<file path="src/rtl/imem_loader.sv">
// Boot-time instruction memory loader: byte stream (count, then words) -> word stores, then core release.
// Optional trailing checksum check is enabled by defining IMEM_LOADER_CHECKSUM_EN.
module imem_loader #(
   parameter int unsigned DEPTH_WORDS = 1024,
   parameter logic [31:0] BASE_ADDR   = 32'h0000_0000
) (
   input  logic        clk,
   input  logic        rst,
   input  logic        in_valid,
   input  logic [7:0]  in_byte,
   output logic        in_ready,
   output logic        mem_we,
   output logic [2:0]  mem_func3,
   output logic [31:0] mem_address,
   output logic [31:0] mem_wdata,
   output logic        cpu_rst,
   output logic        busy,
   output logic        done,
   output logic        err
);

`ifdef IMEM_LOADER_CHECKSUM_EN
   typedef enum logic [2:0] {StIdle, StHdr, StLoad, StCsum, StDone, StErr} state_e;
`else
   typedef enum logic [2:0] {StIdle, StHdr, StLoad, StDone, StErr} state_e;
`endif

   state_e      state_q, state_d;
   logic [1:0]  bcnt_q, bcnt_d;
   logic [23:0] shift_q, shift_d;
   logic [31:0] count_q, count_d;
   logic [31:0] idx_q, idx_d;
   logic        we_q, we_d;
   logic [31:0] addr_q, addr_d;
   logic [31:0] wdata_q, wdata_d;
`ifdef IMEM_LOADER_CHECKSUM_EN
   logic [31:0] sum_q, sum_d;
`endif

   logic        accept;
   logic        word_full;
   logic        last_word;
   logic        count_bad;
   logic [31:0] assembled;

   // Earlier bytes sit in shift_q, so the current byte completes the word as its MSB.
   assign accept    = in_valid && in_ready;
   assign word_full = accept && (bcnt_q == 2'd3);
   assign assembled = {in_byte, shift_q};
   assign last_word = (idx_q == count_q - 32'd1);
   assign count_bad = (assembled == 32'd0) || (assembled > 32'(DEPTH_WORDS));

   // State register
   always_ff @(posedge clk or posedge rst) begin
      if (rst) begin
         state_q <= StIdle;
      end else begin
         state_q <= state_d;
      end
   end

   // Next-state logic
   always_comb begin
      state_d = state_q;
      case (state_q)
         StIdle: state_d = StHdr;
         StHdr: begin
            if (word_full) state_d = count_bad ? StErr : StLoad;
         end
         StLoad: begin
`ifdef IMEM_LOADER_CHECKSUM_EN
            if (word_full && last_word) state_d = StCsum;
`else
            if (word_full && last_word) state_d = StDone;
`endif
         end
`ifdef IMEM_LOADER_CHECKSUM_EN
         StCsum: begin
            if (word_full) state_d = (assembled == sum_q) ? StDone : StErr;
         end
`endif
         default: state_d = state_q;
      endcase
   end

   // Outputs decoded from state
   always_comb begin
      in_ready = 1'b0;
      busy     = 1'b0;
      done     = 1'b0;
      err      = 1'b0;
      cpu_rst  = 1'b1;
      case (state_q)
         StHdr, StLoad: begin
            in_ready = 1'b1;
            busy     = 1'b1;
         end
`ifdef IMEM_LOADER_CHECKSUM_EN
         StCsum: begin
            in_ready = 1'b1;
            busy     = 1'b1;
         end
`endif
         StDone: begin
            done    = 1'b1;
            cpu_rst = 1'b0;
         end
         StErr:   err = 1'b1;
         default: ;
      endcase
   end

   // Datapath next-state
   always_comb begin
      bcnt_d  = bcnt_q;
      shift_d = shift_q;
      count_d = count_q;
      idx_d   = idx_q;
      we_d    = 1'b0;
      addr_d  = addr_q;
      wdata_d = wdata_q;
`ifdef IMEM_LOADER_CHECKSUM_EN
      sum_d   = sum_q;
`endif
      if (accept) begin
         shift_d = assembled[31:8];
         bcnt_d  = bcnt_q + 2'd1;
      end
      if ((state_q == StHdr) && word_full) begin
         count_d = assembled;
         idx_d   = 32'd0;
      end
      if ((state_q == StLoad) && word_full) begin
         we_d    = 1'b1;
         addr_d  = BASE_ADDR + (idx_q << 2);
         wdata_d = assembled;
         idx_d   = idx_q + 32'd1;
`ifdef IMEM_LOADER_CHECKSUM_EN
         sum_d   = sum_q + assembled;
`endif
      end
   end

   always_ff @(posedge clk or posedge rst) begin
      if (rst) begin
         bcnt_q  <= 2'd0;
         shift_q <= 24'd0;
         count_q <= 32'd0;
         idx_q   <= 32'd0;
         we_q    <= 1'b0;
         addr_q  <= 32'd0;
         wdata_q <= 32'd0;
`ifdef IMEM_LOADER_CHECKSUM_EN
         sum_q   <= 32'd0;
`endif
      end else begin
         bcnt_q  <= bcnt_d;
         shift_q <= shift_d;
         count_q <= count_d;
         idx_q   <= idx_d;
         we_q    <= we_d;
         addr_q  <= addr_d;
         wdata_q <= wdata_d;
`ifdef IMEM_LOADER_CHECKSUM_EN
         sum_q   <= sum_d;
`endif
      end
   end

   assign mem_we      = we_q;
   assign mem_func3   = 3'b010;
   assign mem_address = addr_q;
   assign mem_wdata   = wdata_q;

endmodule

</file>
<file path="config.mk">
export PLATFORM = sky130hd
export DESIGN_NAME = imem_loader
export DESIGN_NICKNAME = d
export VERILOG_FILES = /design/src/rtl/imem_loader.sv
export SDC_FILE = /design/constraint.sdc
export NUM_CORES = 1
export LEC_CHECK = 0
export ABC_AREA = 1
export ABC_CLOCK_PERIOD_IN_PS = 7500
export CAP_MARGIN = 20
export CORE_MARGIN = 8
export CORE_UTILIZATION = 40
export DETAILED_ROUTE_END_ITERATION = 10
export PLACE_DENSITY_LB_ADDON = 0.25
export SKIP_LAST_GASP = 1
export SYNTH_ARGS = -nofsm -noshare
export SYNTH_HDL_FRONTEND = slang
export SYNTH_SLANG_ARGS = --single-unit
export TNS_END_PERCENT = 10
</file>
<file path="constraint.sdc">
create_clock -name clk -period 7.5 [get_ports clk]
set_clock_uncertainty 0.05 [all_clocks]
set_input_delay 1.5 -clock clk [delete_from_list [all_inputs] [get_ports clk]]
set_output_delay 1.5 -clock clk [all_outputs]
set_load 0.05 [all_outputs]
</file>
==> results of run 1 <==
[cells by family (layout without fill, tap and decap cells)]
group | after synthesis | after routing
compound gates | 161 | 161
xor+xnor | 45 | 45
fa+ha+maj | 3 | 3
buf+inv | 150 | 221
flops | 156 | 156
mux | 3 | 3
other cells | 2 | 5
simple gates | 471 | 471
[layer usage]
layer	share of wire (%)	GRT usage [%]	up-vias
li1	-	-	3280
met1	49	22.6	3031
met2	45	26.0	128
met3	5.0	4.14	13
met4	0.76	3.90	0
met5	0	0	-
[area by class of cell]
type	instances	area share (%)
sequential	156	40.7
multi-input combinational	688	36.6
timing repair buffer	82	8.46
clock buffer	23	5.09
inverter	108	4.28
tap	265	3.46
clock inverter	8	1.36
[layout by cell type, fill, tap and decap left out, types with 14 or more instances in the layout]
cell,instances
xor2_1,31
xnor2_1,14
o21ai_0,117
a21oi_1,21
clkdlybuf4s50_1,78
nor2_1,87
dfrtp_1,156
nand3_1,24
inv_1,100
nand2_1,275
clkbuf_16,17
[worst paths after layout]
kind,start,endpoint,cells after the start
hold / removal,mem_address[18]$_DFFE_PP0P_,mem_address[18]$_DFFE_PP0P_,2
setup reg to reg,state_q[2]$_DFFE_PP0P_,idx_q[22]$_DFFE_PP0P_,12
hold reg to reg,mem_address[18]$_DFFE_PP0P_,mem_address[18]$_DFFE_PP0P_,2
max in group asynchronous,rst,idx_q[25]$_DFFE_PP0P_,3
setup / recovery,in_valid,idx_q[22]$_DFFE_PP0P_,10
min in group asynchronous,rst,mem_wdata[8]$_DFFE_PP0P_,2
[worst register-to-register path, stage by stage (launching register included)]
cell     delay (ns)
dfrtp_1        0.41
inv_2          0.09
nand3_1        0.13
nand2_1        0.20
nand3_2        0.13
inv_2          0.27
nand2_4        0.36
buf_4          0.46
inv_2          0.39
nand2_1        0.17
nor4_2         0.22
a21oi_1        0.07
a21oi_1        0.15
[power by group]
part           leakage (nW)  switching (mW)  internal, mW
Clock                 0.293           0.339         0.560
Combinational          2.27          0.0248       0.00549
Sequential             2.11               0         0.842
[registers in the layout, summed over array words and instances (netlist names)]
| name | count |
|---|---|
| count_q | 32 |
| idx_q | 32 |
| mem_wdata | 32 |
| mem_address | 30 |
| shift_q | 24 |
| state_q | 3 |
| bcnt_q | 2 |
| mem_we | 1 |
==> reports/metrics.yaml, run 1 <==
clock_network:
  clockBufferDepth: 2
  clock_tree.root_cell: "clkbuf_16"
  tritoncts.num_buffers: 17
  tritoncts: "built"
  postCtsSetupBuffers: 0
  cts-htree-levels: 4
  clock_insertion_delay_worst_skew_ns: 0.42
  cts.sinks: 156
  cts_hold_buffers_added: 0
  cts.repair.resized: 0
  clk_pin_slew_ns: 0.06
logic_synthesis:
  ys.warnings.count: 0
  synth-seq-area-share_pct: 48.7
  synth_top_family_by_area: "simple AND/OR/NAND/NOR gates"
  synthTopCellsByCount: "nand2_1 (276), dfrtp_1 (156), o21ai_0 (117)"
  count_of_flip_flops_with_a_built_in_enable_after_synthesis: 0
  yosysTopAreaCell: "dfrtp_1"
  share_of_synthesized_flip_flops_with_an_asynchronous_set_or_reset_pct: 100
  synth.top_cell.area_share_pct: 48.7
  dominantRegCellSynth: "dfrtp_1"
  syn_avg_cell_area_um2: 8.09
  synth_seq_cells: 156
  synth-xor-area-share_pct: 4.92
  synth_simple_gate_area_share_pct: 27.3
  synth_compound_area_share_pct: 10.4
  synth.most_common_cell: "nand2_1"
  synth_cell_type_count: 49
  synth_area_leaders: "dfrtp_1 (49%), nand2_1 (13%), o21ai_0 (7.3%), inv_1 (4.7%), nor2_1 (4.1%)"
  post_synth_mux_area_share_pct: 0.390
  synth-adder-area-share_pct: 0.468
  syn_inst: 991
  area_of_the_mapped_netlist_mm2: 0.00802
die:
  starting_density_pct: 40.9
  row_count: 51
  fp.dieH_um: 158
  die_w_um: 158
  num_io_pins: 84
  fp.coreArea_mm2: 0.0196
  dieArea_mm2: 0.0248
worst_setup_path:
  rrSetupSlack_ns: 4.33
  cpLargestDelayFamily: "buffers and inverters"
  critical-path-slowest-cell: "clkdlybuf4s50_1"
  cp_slowest_stage_delay_ns: 0.50
  arrival_time_reported_for_the_critical_path_endpoint_ns: 4.20
  nature_of_the_critical_path_endpoint: "flop"
  timing.critical_path.from_type: "primary input"
  worst-path-buf-inv: 4
  crit_path_max_fanout: 69
  critical_path_class: "primary input to flop"
  crit_path_cell_trace: "clkdlybuf4s50_1 > nand3_2 > inv_2 > nand2_4 > buf_4 > inv_2 > nand2_1 > nor4_2 > a21oi_1 > a21oi_1"
  worst-endpoint-required_ns: 7.79
pwr:
  power.total_mw: 1.77
  p_per_area_mw_per_mm2: 185
  power_leakage_nw: 4.68
  ir_drop_v: 0.000155
timing:
  rsz0062_at_grt: "false"
  slew_headroom_pct: 37.3
  minimum_clock_period_after_layout_ns: 3.91
  finalWorstSetupSlack_ns: 3.59
  hold_viol: 0
  hold-worst-slack_ns: 0.416
  drv_slew: 0
  setup-tns-final_ns: 0
  clock.fmax_ghz: 0.256
  tightestPinTransition_ns: 0.940
  fin_crit_sh_pct: 52.1
  setup_violations: 0
cells_and_area:
  area_growth_pct: 19.6
  register_area_mm2: 0.00390
  final_core_density_pct: 48.9
  final_layout_size_suffix_gt1_share_pct: 8.17
  nets: 1067
  layout.cells.non_filler: 1330
  final_area_mm2: 0.00958
  final.fill_count: 1946
  n_antenna_cell: 0
  multi_input_area_mm2: 0.00351
grt:
  grt_first_pass_wirelength_um: 32600
  first_global_vias: 6354
  antenna_found_initial: 0
  globalRouteTotalUtil_pct: 16.6
  grt_overflow: 0
  grt_max_degree: 86
worst_hold_path:
  hold_class: "flop to flop"
place:
  routability_congestion_estimate_from_global_placement: 0.872
  port_buffers: 78
  post-place-ws_ns: 3.15
  placed_cell_area_mm2: 0.00897
  place.detailed.hpwl_um: 14100
  place_inst: 1299
route:
  wl_per_cell_um: 14.6
  num_vias: 6452
  via_per_inst: 4.85
  total_iterations_of_the_first_detailed_routing_run: 5
  post_route_wl_um: 19500
  initialDrtViolationCount: 435
  ant_nets: 0
  drc_errors: 0
run:
  drv_cap: 0
run_status:
  status: "complete, no violations"
No activity file was read; power rests on OpenSTA's default activity.
==> run 2, diff against run 1 <==
- ABC_CLOCK_PERIOD_IN_PS: 7500 -> 3300
- clock period: 7.5 -> 3.3 ns (I/O delays scaled with it)
==> run 2 against run 1 <==
Setup slack worse by 3.1 ns. Sequential power is 130% higher. Die area stayed put. Non-clock buffer count is 4 higher. Final cell count is 0.30% higher. Sequential share of layout area hardly changed. Worst hold slack better by 0.0046 ns. Core utilization hardly changed. Highest routed layer unchanged. Clock power is 110% higher. Critical endpoint is now in_ready. Combinational power grew to 2.5 times the previous value.
==> reports/metrics.yaml, run 2 (synthesis gave the netlist of run 1 again) <==
run_status:
  status: "complete, no violations"
timing:
  setup-tns-final_ns: 0  # unchanged
  hold_viol: 0  # unchanged
  minimum_clock_period_after_layout_ns: 2.83
  fin_crit_sh_pct: 85.7
  rsz0062_at_grt: "false"
  finalWorstSetupSlack_ns: 0.471  # -3.12 ns
  clock.fmax_ghz: 0.354
  slew_headroom_pct: 50.9  # +14 points
  setup_violations: 0  # unchanged
  drv_slew: 0  # unchanged
  tightestPinTransition_ns: 0.735  # -0.205 ns
place:
  post-place-ws_ns: 0.568  # -2.58 ns
  routability_congestion_estimate_from_global_placement: 0.908  # +4.1%
  port_buffers: 78  # unchanged
  place.detailed.hpwl_um: 14200  # +0.69%
  place_inst: 1303  # +0.31%
route:
  via_per_inst: 4.83  # -0.47%
  wl_per_cell_um: 14.3  # -2.4%
  initialDrtViolationCount: 419  # -3.7%
  ant_nets: 0  # unchanged
  drc_errors: 0  # unchanged
  post_route_wl_um: 19000  # -2.1%
  num_vias: 6441  # -0.17%
  total_iterations_of_the_first_detailed_routing_run: 5  # unchanged
grt:
  antenna_found_initial: 0  # unchanged
  grt_first_pass_wirelength_um: 32000  # -1.8%
  globalRouteTotalUtil_pct: 16.2  # -0.33 points
  grt_overflow: 0  # unchanged
  first_global_vias: 6340  # -0.22%
  grt_max_degree: 76  # -12%
worst_setup_path:
  worst_setup_path_startpoint: "state_q[2]$_DFFE_PP0P_"
  worst-endpoint-required_ns: 2.59  # -5.20 ns
  arrival_time_reported_for_the_critical_path_endpoint_ns: 2.12  # -2.08 ns
  crit_path_max_fanout: 5  # -93%
  timing.critical_path.from_type: "flop"
  cpLargestDelayFamily: "buffers and inverters"
  nature_of_the_critical_path_endpoint: "output port"
  critical-path-slowest-cell: "clkdlybuf4s50_1"
  cp_slowest_stage_delay_ns: 0.84  # +0.34 ns
  critical_path_class: "flop to output port"
  worst-path-buf-inv: 2  # -2
  crit_path_cell_trace: "inv_2 > nand3_1 > nand2_1 > clkdlybuf4s50_1"
  timing.rr.start: "count_q[0]$_DFFE_PP0P_"
die:
  dieArea_mm2: 0.0248  # unchanged
  fp.coreArea_mm2: 0.0196  # unchanged
  die_w_um: 158  # unchanged
  starting_density_pct: 40.9  # unchanged
  num_io_pins: 84  # unchanged
  fp.dieH_um: 158  # unchanged
  row_count: 51  # unchanged
pwr:
  power.total_mw: 3.87  # +120%
  p_per_area_mw_per_mm2: 404  # +120%
  ir_drop_v: 0.000348  # +120%
  power_leakage_nw: 4.67  # -0.16%
clock_network:
  cts-htree-levels: 4  # unchanged
  cts.repair.resized: 0  # unchanged
  cts.sinks: 156  # unchanged
  cts_hold_buffers_added: 0  # unchanged
  tritoncts: "built"
  clock_insertion_delay_worst_skew_ns: 0.43  # about the same
  postCtsSetupBuffers: 0  # unchanged
  clock_tree.root_cell: "clkbuf_16"
  tritoncts.num_buffers: 17  # unchanged
  clk_pin_slew_ns: 0.06  # about the same
  clockBufferDepth: 2  # unchanged
cells_and_area:
  nets: 1071  # +0.37%
  layout_common_cells: "nand2_1 (275), dfrtp_1 (156), o21ai_0 (117)"
  layout_commonest_cell: "nand2_1"
  register_area_mm2: 0.00390  # unchanged
  layout.cells.non_filler: 1334  # +0.30%
  area_growth_pct: 19.6  # about the same
  n_antenna_cell: 0  # unchanged
  final.fill_count: 1938  # -0.41%
  multi_input_area_mm2: 0.00351  # unchanged
  final_layout_size_suffix_gt1_share_pct: 8.61  # +0.44 points
worst_hold_path:
  hold_path.startpoint: "mem_address[13]$_DFFE_PP0P_"
  hold_class: "flop to flop"
run:
  drv_cap: 0  # unchanged
[run 2: changes by cell type in the layout (fill, tap and decap cells not counted), sizes merged]
cell      change
clkinvlp      +3
buf           +4
clkinv        +2
clkbuf        -3
bufinv        -2
[run 2: layout make-up]
class	count	share of cell area, %
clock buffer	20	4.76
multi-input combinational	688	36.6
inverter	108	4.27
timing repair buffer	86	9.03
clock inverter	11	1.16
tap	265	3.46
sequential	156	40.7
[run 2: worst reg2reg max path, cell delays in order, from the launching register on]
cell	delay, ns
dfrtp_1	0.41
inv_1	0.15
ha_1	0.32
nand3_4	0.16
nor2_4	0.18
nand2_2	0.12
nor2_1	0.12
nor2_1	0.04
nor2_1	0.17
nand2_1	0.07
nor2_1	0.10
nand2_1	0.09
nor2_2	0.08
nand2_1	0.07
nand2_2	0.08
nand2_1	0.05
nand2_1	0.05
nand2_1	0.04
[run 2: path summary, 6_finish.rpt]
kind                                                    end  cells past startpoint  slack (ns)
max in group asynchronous       mem_address[31]$_DFFE_PP0P_                      3        1.78
min in group asynchronous         mem_wdata[12]$_DFFE_PP0P_                      2        0.65
worst min-delay path            mem_address[13]$_DFFE_PP0P_                      2        0.42
worst max register to register       state_q[1]$_DFFE_PP0P_                     17        0.83
worst min register to register  mem_address[13]$_DFFE_PP0P_                      2        0.42
worst max-delay path                               in_ready                      4        0.47
[run 2: power by group]
group / internal (mW) / switching, mW / total [mW]
logic: 0.0180 / 0.0582 / 0.0762
registers: 1.91 / 0 / 1.91
clock network: 1.08 / 0.802 / 1.88
[run 2: per-layer routing]
| metal | routed length, µm | track usage, % | share of wire [%] |
|---|---|---|---|
| met2 | 8240 | 24.7 | 43 |
| met3 | 929 | 3.29 | 4.9 |
| met4 | 295 | 5.49 | 1.5 |
| met5 | 0 | 0 | 0 |
| met1 | 9580 | 22.6 | 50 |
[run 2: through the flow]
step | hold WS [ns] | area, µm² | utilization (%)
after floorplan | 0.403 | 8030 | -
after global placement | 0.408 | 9020 | 46.0
after detailed placement | 0.412 | 9020 | 46.0
after CTS | 0.427 | 9590 | 48.9
after global routing | 0.453 | 9590 | 48.9
final | 0.421 | 9590 | 48.9
